===== config.mk =====
export PLATFORM = sky130hd
export DESIGN_NAME = seq_bw_mult_ctrl_flat
export DESIGN_NICKNAME = d
export VERILOG_FILES = /design/src/rtl/seq_bw_mult_ctrl_if.sv /design/src/rtl/seq_bw_mult_ctrl.sv /design/src/flat_wrapper.sv
export SDC_FILE = /design/constraint.sdc
export NUM_CORES = 1
export LEC_CHECK = 0
export ABC_AREA = 1
export ABC_CLOCK_PERIOD_IN_PS = 9300
export CAP_MARGIN = 10
export CORE_ASPECT_RATIO = 1.1
export CORE_MARGIN = 1
export CORE_UTILIZATION = 40
export DETAILED_ROUTE_END_ITERATION = 12
export GPL_TIMING_DRIVEN = 0
export PLACE_DENSITY = 0.67
export SETUP_SLACK_MARGIN = 0.3
export SKIP_LAST_GASP = 1
export SLEW_MARGIN = 25
export SYNTH_ARGS = -nofsm -noshare
export SYNTH_HDL_FRONTEND = slang
export SYNTH_SLANG_ARGS = --single-unit

===== constraint.sdc =====
create_clock -name clk -period 9.3 [get_ports clk]
set_clock_uncertainty 0.1 [all_clocks]
set_input_delay 2.79 -clock clk [delete_from_list [all_inputs] [get_ports clk]]
set_output_delay 2.79 -clock clk [all_outputs]
set_load 0.005 [all_outputs]

===== src/rtl/seq_bw_mult_ctrl_if.sv =====
// Handshake and operand/result bus for the sequential Baugh-Wooley multiplier.
interface seq_bw_mult_ctrl_if #(
  parameter int M = 5
);
  logic                  start;
  logic signed [M-1:0]   a;
  logic signed [M-1:0]   b;
  logic                  busy;
  logic                  done;
  logic signed [2*M-1:0] p;

  modport master (
    output start, a, b,
    input  busy, done, p
  );

  modport slave (
    input  start, a, b,
    output busy, done, p
  );
endinterface


===== src/rtl/seq_bw_mult_ctrl.sv =====
// Sequential signed multiplier: one Baugh-Wooley partial-product row per cycle,
// IDLE -> RUN (M cycles) -> DONE (1 cycle) -> IDLE.
module seq_bw_mult_ctrl #(
  parameter int M = 5
) (
  input  logic               clk,
  input  logic               rst_n,
  seq_bw_mult_ctrl_if.slave  bus
);

  localparam int CNT_W = $clog2(M + 1);
  localparam logic [CNT_W-1:0] LAST_ROW = CNT_W'(M - 1);
  localparam logic [2*M-1:0]   ONE_P    = 1;
  localparam logic [2*M-1:0]   CORR     = (ONE_P << M) | (ONE_P << (2*M - 1));

  typedef enum logic [1:0] {
    IDLE = 2'd0,
    RUN  = 2'd1,
    DONE = 2'd2
  } state_t;

  state_t                state_q, state_d;
  logic signed [M-1:0]   a_q, b_q;
  logic        [2*M-1:0] acc_q;
  logic        [CNT_W-1:0] cnt_q;
  logic signed [2*M-1:0] p_q;

  logic                  last_row;
  logic        [2*M-1:0] row_shifted;
  logic        [2*M-1:0] acc_sum;

  // Sign handling: the last row inverts its low bits, every other row inverts its MSB.
  function automatic logic [M-1:0] bw_row(input logic [M-1:0] mcand,
                                          input logic         mbit,
                                          input logic         is_last);
    logic [M-1:0] row;
    row = mcand & {M{mbit}};
    if (is_last) row[M-2:0] = ~row[M-2:0];
    else         row[M-1]   = ~row[M-1];
    return row;
  endfunction

  assign last_row    = (cnt_q == LAST_ROW);
  assign row_shifted = {{M{1'b0}}, bw_row(a_q, b_q[cnt_q], last_row)} << cnt_q;
  assign acc_sum     = acc_q + row_shifted;

  always_comb begin
    state_d = state_q;
    case (state_q)
      IDLE:    if (bus.start) state_d = RUN;
      RUN:     if (last_row)  state_d = DONE;
      DONE:    state_d = IDLE;
      default: state_d = IDLE;
    endcase
  end

  always_ff @(posedge clk or negedge rst_n) begin
    if (!rst_n) state_q <= IDLE;
    else        state_q <= state_d;
  end

  // Datapath: capture with the correction constant preloaded, then one row per RUN cycle.
  always_ff @(posedge clk or negedge rst_n) begin
    if (!rst_n) begin
      a_q   <= '0;
      b_q   <= '0;
      acc_q <= '0;
      cnt_q <= '0;
      p_q   <= '0;
    end else begin
      case (state_q)
        IDLE: begin
          if (bus.start) begin
            a_q   <= bus.a;
            b_q   <= bus.b;
            acc_q <= CORR;
            cnt_q <= '0;
          end
        end
        RUN: begin
          acc_q <= acc_sum;
          cnt_q <= cnt_q + 1'b1;
          if (last_row) p_q <= $signed(acc_sum);
        end
        default: ;
      endcase
    end
  end

  assign bus.busy = (state_q == RUN) || (state_q == DONE);
  assign bus.done = (state_q == DONE);
  assign bus.p    = p_q;

endmodule


===== src/flat_wrapper.sv =====
// flat-port wrapper written by rule: the top's interface ports become plain ports
module seq_bw_mult_ctrl_flat 
#(
  parameter int M = 5
)
  (clk, rst_n, bus_start, bus_a, bus_b, bus_busy, bus_done, bus_p);
  seq_bw_mult_ctrl_if #(.M(M)) bus_i ();
  input  logic clk;
  input  logic rst_n;
  input wire logic [$bits(bus_i.start)-1:0] bus_start;
  input wire logic [$bits(bus_i.a)-1:0] bus_a;
  input wire logic [$bits(bus_i.b)-1:0] bus_b;
  output wire logic [$bits(bus_i.busy)-1:0] bus_busy;
  output wire logic [$bits(bus_i.done)-1:0] bus_done;
  output wire logic [$bits(bus_i.p)-1:0] bus_p;
  assign bus_i.start = bus_start;
  assign bus_i.a = bus_a;
  assign bus_i.b = bus_b;
  assign bus_busy = bus_i.busy;
  assign bus_done = bus_i.done;
  assign bus_p = bus_i.p;
  seq_bw_mult_ctrl #(.M(M)) u_core (.clk(clk), .rst_n(rst_n), .bus(bus_i));
endmodule

==> summary.txt, run 1 <==
Status
  – Status: finished, final reports clean

Synth
  – Top FF cell, synth: dfrtp_1
  – Post-synth EDFFs: 0
  – Syn Area/Cell: 7.76 sq um
  – Synth cell types: 32
  – Post-Syn Area: 2140 sq um
  – Async set-or-reset flop fraction in the synthesized netlist: 100%
  – Ys Warns: 0
  – Synth Register Bits: 35
  – Gate Count Post-Synth: 276
  – Sequential share of the synthesized area: a little over 40%
  – Syn_nets: 304

STA
  – Final Hold Viols: 0
  – Setup violators final: 0
  – Slew Limit Fails: 0
  – Final setup TNS: 0 ns
  – Post-layout min period: approximately 4.4 ns
  – Final Cycle Share: a little under half
  – RSZ-0062 raised after global routing: no
  – Worst-Margin Slew: between 0.5 and 0.6 ns
  – Achievable Freq: 0.228 GHz
  – Slew headroom: between 60% and 70%

Power and ir drop
  – Overall Power: around 0.9 mW
  – PwrDens: 345 nW/um^2
  – Cell Int Power: slightly below 0.5 mW
  – Comb pwr share: 58.0%
  – Sw power: about 0.39 mW
  – Leak: roughly 1.3 nW
  – Sw Ratio: between 40 and 50%
  – VDD IR-drop max: 0.000132 V
  – Clock power share: between 10 and 15%
  – Seq pwr share: approximately 28%

Drt
  – Routed Antenna Nets: 0
  – Routed WL: between 4000 and 5000 um
  – Via density: a little under 5
  – Wirelength per Cell: between 10 and 15 um
  – 1st-iter DRT viols: 71
  – DRC viols: 0
  – DR vias: ~1800
  – Total iterations of the first detailed-routing run: 4

Clock tree
  – Post-CTS sizing: 0
  – H-Tree Depth: 2
  – CTS Root Cell: clkbuf_8
  – Clk_lat worst skew: approximately 0.30 ns
  – CTS tree: done
  – Cts-stage hold buffer count: 0
  – Clk buf depth: 2
  – Clk sink count: 35
  – Post CTS Setup Buffer Count: 0
  – Clk slew on worst S/H paths: 0.07 ns
  – TritonCTS Buffers: 5

Critical path
  – Crit Path Class: reg -> out
  – Crit path DAT: 1.50 ns
  – Max FO, Critical Path: 3
  – Critical Path Sink Type: output port
  – Crit start category: flip-flop
  – Critical Path RT: between 6 and 7 ns

Finish
  – Area occupied by multi-input gates: roughly 1100 sq um
  – # fillers: slightly above 500
  – Nets: 336
  – Layout area overhead: 20.3%
  – Number of diodes: 0
  – Register area: 876 sq um
  – Share of cells above drive strength 1: 7.44%
  – Post-route cell area: 2580 sq um
  – Number of standard cells in the final layout excluding fillers: approximately 370

Job
  – Max cap viols: 0

Placed design
  – GP Congestion: ~0.86
  – Dpl cell area: between 2000 and 2500 sq um
  – IO buf count: 24
  – Dpl cells: about 360
  – Dpl hpwl: 3400 um

Die
  – Core ar.: a little over 5000 sq um
  – Num rows: 27
  – DIE HEIGHT: about 79 um
  – I/O Pins: 25
  – Die Wd: approximately 72 um
  – Die Area: roughly 5600 sq um
  – Starting density of the core: 42.2%

Global routing
  – First-pass GRT wire length: 7390 um
  – Vias in the first global route: ~1700
  – GRT Util Overall: between 15 and 20%
  – GRT Residual Overflow: 0
  – Initial antenna violation count: 0
  – Pin count of the biggest net entering global routing: 19

Worst hold path
  – Worst Hold Class: reg -> reg
[worst max-delay path, cell delays in order, from the launching register on]
cell	delay (ns)
dfrtp_1	0.38
inv_1	0.07
ha_1	0.27
clkdlybuf4s50_1	0.49
[final cells by class]
cell class	count	share of cell area (%)
Clock buffer	8	3.89
Sequential cell	35	34.0
Timing Repair Buffer	25	10.2
Tap cell	58	2.82
Buffer	7	1.94
Inverter	36	5.44
Multi-Input combinational cell	198	41.7
[power groups by stage]
stage	Combinational (mW)	Clock (mW)	Sequential, mW
floorplan	0.382	0	0.247
global placement	0.506	0	0.250
detailed placement	0.519	0	0.253
CTS	0.522	0.126	0.250
global route	0.592	0.133	0.255
finish	0.515	0.124	0.249
[per-layer routing]
layer	track usage, %	up-vias	wire length (um)	share of wire [%]
met5	0	-	0	0
met4	6.47	0	71	1.6
met3	4.19	7	106	2.5
met2	29.6	24	2110	49
met1	19.8	807	2020	47
li1	-	968	-	-
[synthesized netlist by cell type, types with 5 or more instances]
cell type / number / area [sq um]
a21oi_1: 6 / 30.0
xor2_1: 5 / 43.8
o21ai_1: 8 / 40.0
o22ai_1: 9 / 56.3
nand2_1: 80 / 300
nor2_1: 11 / 41.3
dfrtp_1: 35 / 876
nand3_1: 20 / 100
ha_1: 14 / 175
inv_1: 32 / 120
o21ai_0: 22 / 110
[stage by stage]
step | setup WS (ns) | hold slack [ns] | utilization, %
3_5_place_dp | 4.64 | 0.370 | 48.9
5_1_grt | 4.85 | 0.404 | 50.8
3_3_place_gp | 4.54 | 0.364 | 48.4
4_1_cts | 4.90 | 0.387 | 50.8
6_report | 4.91 | 0.382 | 50.8
2_1_floorplan | 5.58 | 0.349 | -
[cell families after synthesis]
family                     after synthesis  synth area share [%]
adders and majority gates               15                  9.12
buffers and inverters                   43                  8.88
and+or+nand+nor                        126                  25.5
DFF                                     35                  40.9
xor gates and xnor gates                 7                  2.86
AOI/OAI and AO/OA                       50                  12.7
[worst paths after layout]
path,start,endpoint,slack [ns],cells after the start
setup / recovery,u_core.state_q[1]$_DFFE_PN0P_,bus_busy,4.91,3
hold / removal,u_core.bus.p[4]$_DFFE_PN0P_,u_core.bus.p[4]$_DFFE_PN0P_,0.38,2
setup reg to reg,u_core.cnt_q[1]$_DFFE_PN0P_,u_core.acc_q[8]$_DFFE_PN0P_,5.57,23
hold reg to reg,u_core.bus.p[4]$_DFFE_PN0P_,u_core.bus.p[4]$_DFFE_PN0P_,0.38,2
max in group asynchronous,rst_n,u_core.acc_q[8]$_DFFE_PN0P_,6.32,2
min in group asynchronous,rst_n,u_core.bus.p[2]$_DFFE_PN0P_,2.33,1
[placed cells by master, fill, tap and decap left out, drive strengths merged, types with 4 or more instances in the layout]
cell type / n
ha: 14
nand4: 4
xor2: 5
nand2: 84
buf: 6
a21oi: 6
o21ai: 31
nand3: 20
clkdlybuf4s50: 23
dfrtp: 35
inv: 34
nor2: 12
o22ai: 9
clkbuf: 11
[flip-flops by register name (all words and copies together) (netlist names)]
register        cells
u_core.acc_q       10
u_core.bus.p       10
u_core.a_q          5
u_core.b_q          5
u_core.cnt_q        3
u_core.state_q      2
Power figures use the tool's default switching activity.
==> run 2, diff against run 1 <==
ABC_CLOCK_PERIOD_IN_PS = 3800   (was 9300)
PLACE_DENSITY = 0.7   (was 0.67)
clock period = 3.8 ns   (was 9.3 ns; I/O delays follow)
==> run 2 against run 1 <==
Effect of this change: clock-buffer cell count unchanged; highest routed layer unchanged; worst hold slack lost 0.0034 ns; final cell count up 3.5%; power rose to 2.6 times the previous value; core utilization grew 3.3 points; setup slack lost 4.5 ns; first-iteration DRC count up 31%.
==> summary.txt, run 2 (synthesis results as in run 1) <==
Critical path
  – CP max stage delay: 0.37 ns (was 0.49 ns)
  – Critical-path cell list: buf_6 > inv_2 > buf_6 > ha_2 > nand2_4 > inv_4 > xor2_2 > or2_4 > nor3_4 > ha_2 > inv_1 > fa_2 > o21ai_2 > a21oi_1 > or2_1 > nand2_1 > nand2_1 > nand2_1 > nand2_1 > nand2_1 > nand2_1 > nand3_1 > o21ai_1 (was inv_1 > ha_1 > clkdlybuf4s50_1)
  – Max FO, Critical Path: 6 (was 3)
  – Critical Path RT: 3.86 ns (was 6.41 ns)
  – Buffers and inverters on the worst path: 5 (was 2)
  – Crit path DAT: 3.43 ns (was 1.50 ns)
  – Critical-path top delay cell: fa_2 (was clkdlybuf4s50_1)
  – Most used cell, CP: nand2_1
  – Crit-path leading delay family: simple AND/OR/NAND/NOR gates (was buffers and inverters)
  – Crit start category: flip-flop (unchanged)
  – Crit Path Class: reg -> reg (was reg -> out)
  – Critical Path Sink Type: flip-flop (was output port)
  – R2r setup slk: 0.43 ns (was 5.57 ns)

Die
  – Die Area: 5650 sq um (unchanged)
  – Core ar.: 5070 sq um (unchanged)
  – I/O Pins: 25 (unchanged)
  – DIE HEIGHT: 78.7 um (unchanged)
  – Starting density of the core: 42.2% (unchanged)
  – Die Wd: 71.8 um (unchanged)
  – Num rows: 27 (unchanged)

Drt
  – Total iterations of the first detailed-routing run: 4 (unchanged)
  – 1st-iter DRT viols: 93 (was 71)
  – Wirelength per Cell: 12.0 um (was 11.7 um)
  – Via density: 4.98 (was 4.92)
  – DRC viols: 0 (unchanged)
  – Routed WL: 4570 um (was 4310 um)
  – DR vias: 1892 (was 1806)
  – Routed Antenna Nets: 0 (unchanged)

Finish
  – Number of standard cells in the final layout excluding fillers: 380 (was 367)
  – # fillers: 484 (was 505)
  – Most common cell after layout, fill and taps aside: nand2_1 (unchanged)
  – Nets: 349 (was 336)
  – Share of cells above drive strength 1: 15.5% (was 7.44%)
  – Most frequent cells in the layout: nand2_1 (78), dfrtp_1 (35), inv_1 (31), clkdlybuf4s50_1 (23), o21ai_0 (21) (was nand2_1 (80), dfrtp_1 (35), inv_1 (32), clkdlybuf4s50_1 (23), o21ai_0 (22))
  – Layout area overhead: 28.2% (was 20.3%)
  – Number of diodes: 0 (unchanged)
  – Final Util: 54.2% (was 50.8%)

Clock tree
  – CTS tree: done (unchanged)
  – CTS Root Cell: clkbuf_8 (unchanged)
  – Cts-stage hold buffer count: 0 (unchanged)
  – Clk sink count: 35 (unchanged)
  – Clk_lat worst skew: 0.29 ns (was 0.30 ns)
  – H-Tree Depth: 2 (unchanged)
  – TritonCTS Buffers: 5 (unchanged)
  – Clk slew on worst S/H paths: 0.07 ns (about the same)
  – Clk buf depth: 2 (unchanged)

STA
  – Worst-Margin Slew: 0.544 ns (was 0.533 ns)
  – Setup violators final: 0 (unchanged)
  – Final setup TNS: 0 ns (unchanged)
  – Final Hold Viols: 0 (unchanged)
  – Slew headroom: 63.4% (was 64.1%)
  – Post-layout min period: 3.37 ns
  – Slew Limit Fails: 0 (unchanged)
  – Hold slack final: 0.378 ns (was 0.382 ns)
  – RSZ-0062 raised after global routing: yes (was no)
  – Final Cycle Share: slightly below 90%
  – Achievable Freq: between 0.2 and 0.3 GHz

Status
  – Status: finished, final reports clean (unchanged)

Placed design
  – Dpl cells: 359 (unchanged)
  – Dpl hpwl: 3370 um (was 3400 um)
  – IO buf count: 24 (unchanged)
  – GP Congestion: 0.865 (was 0.861)

Job
  – Max cap viols: 0 (unchanged)

Worst hold path
  – Worst Hold Class: reg -> reg (unchanged)

Power and ir drop
  – Clock power share: 12.7% (was 13.9%)
  – Sw Ratio: 44.2% (was 44.1%)
  – Cell Int Power: 1.30 mW (was 0.497 mW)
  – Comb pwr share: 61.0% (was 58.0%)
  – Seq pwr share: 26.3% (was 28.1%)
  – PwrDens: 848 nW/um^2 (was 345 nW/um^2)
  – Leak: 1.34 nW (was 1.26 nW)
  – VDD IR-drop max: 0.000380 V (was 0.000132 V)
  – Sw power: 1.03 mW (was 0.392 mW)

Global routing
  – GRT Util Overall: 17.6% (was 16.9%)
  – Initial antenna violation count: 0 (unchanged)
  – Pin count of the biggest net entering global routing: 20 (was 19)
  – GRT Residual Overflow: 0 (unchanged)
  – First-pass GRT wire length: 7720 um (was 7390 um)
  – Vias in the first global route: 1800 (was 1683)
-- run 2: path summary, 6_finish.rpt --
check / startpoint / endpoint / cells after the start
worst max-delay path: u_core.cnt_q[1]$_DFFE_PN0P_ / u_core.acc_q[8]$_DFFE_PN0P_ / 23
worst min-delay path: u_core.a_q[1]$_DFFE_PN0P_ / u_core.a_q[1]$_DFFE_PN0P_ / 2
worst max register to register: u_core.cnt_q[1]$_DFFE_PN0P_ / u_core.acc_q[8]$_DFFE_PN0P_ / 23
worst min register to register: u_core.a_q[1]$_DFFE_PN0P_ / u_core.a_q[1]$_DFFE_PN0P_ / 2
max in group asynchronous: rst_n / u_core.a_q[1]$_DFFE_PN0P_ / 2
min in group asynchronous: rst_n / u_core.bus.p[1]$_DFFE_PN0P_ / 1
-- run 2: power by group through the flow --
stage	clock network (mW)	registers [mW]	logic, mW
floorplan	0	0.605	0.934
global placement	0	0.610	1.24
detailed placement	0	0.618	1.28
CTS	0.306	0.611	1.30
global route	0.324	0.631	1.61
finish	0.296	0.611	1.42
-- run 2: layout make-up --
type,instances,area (sq um),share of cell area [%]
Inverter,36,143,5.20
Timing Repair Buffer,38,360,13.1
Sequential cell,35,876,31.9
Multi-Input combinational cell,198,1140,41.7
Buffer,7,50.0,1.82
Clock buffer,8,100,3.65
Tap cell,58,72.6,2.64
-- run 2: worst min-delay path, delay by kind of cell (launching register included) --
| family | cells | cell delay, ns |
|---|---|---|
| flip-flops | 1 | 0.34 |
| AND/OR/NAND/NOR | 2 | 0.11 |
-- run 2: timing repair --
action | CTS | global route
endpoints found under the setup margin | 4 | 10
gates resized for setup | 4 | 15
buffers inserted | 2 | 11
pin swaps | 2 | 5
endpoints found under the hold margin | 0 | 0
-- run 2: metal layers --
layer | up-vias | GRT usage (%) | part of all wire, %
li1 | 982 | - | -
met3 | 7 | 4.44 | 3.0
met1 | 875 | 19.6 | 45
met5 | - | 0 | 0
met2 | 28 | 31.4 | 51
met4 | 0 | 7.84 | 1.9
-- run 2: per-stage QoR --
stage / total power, mW / worst slack [ns] / instance area, sq um
2_1_floorplan: 1.54 / 0.414 / 2140
3_3_place_gp: 1.85 / 0.0791 / 2450
3_5_place_dp: 1.90 / 0.0431 / 2480
4_1_cts: 2.22 / 0.301 / 2610
5_1_grt: 2.56 / 0.217 / 2750
6_report: 2.33 / 0.428 / 2750
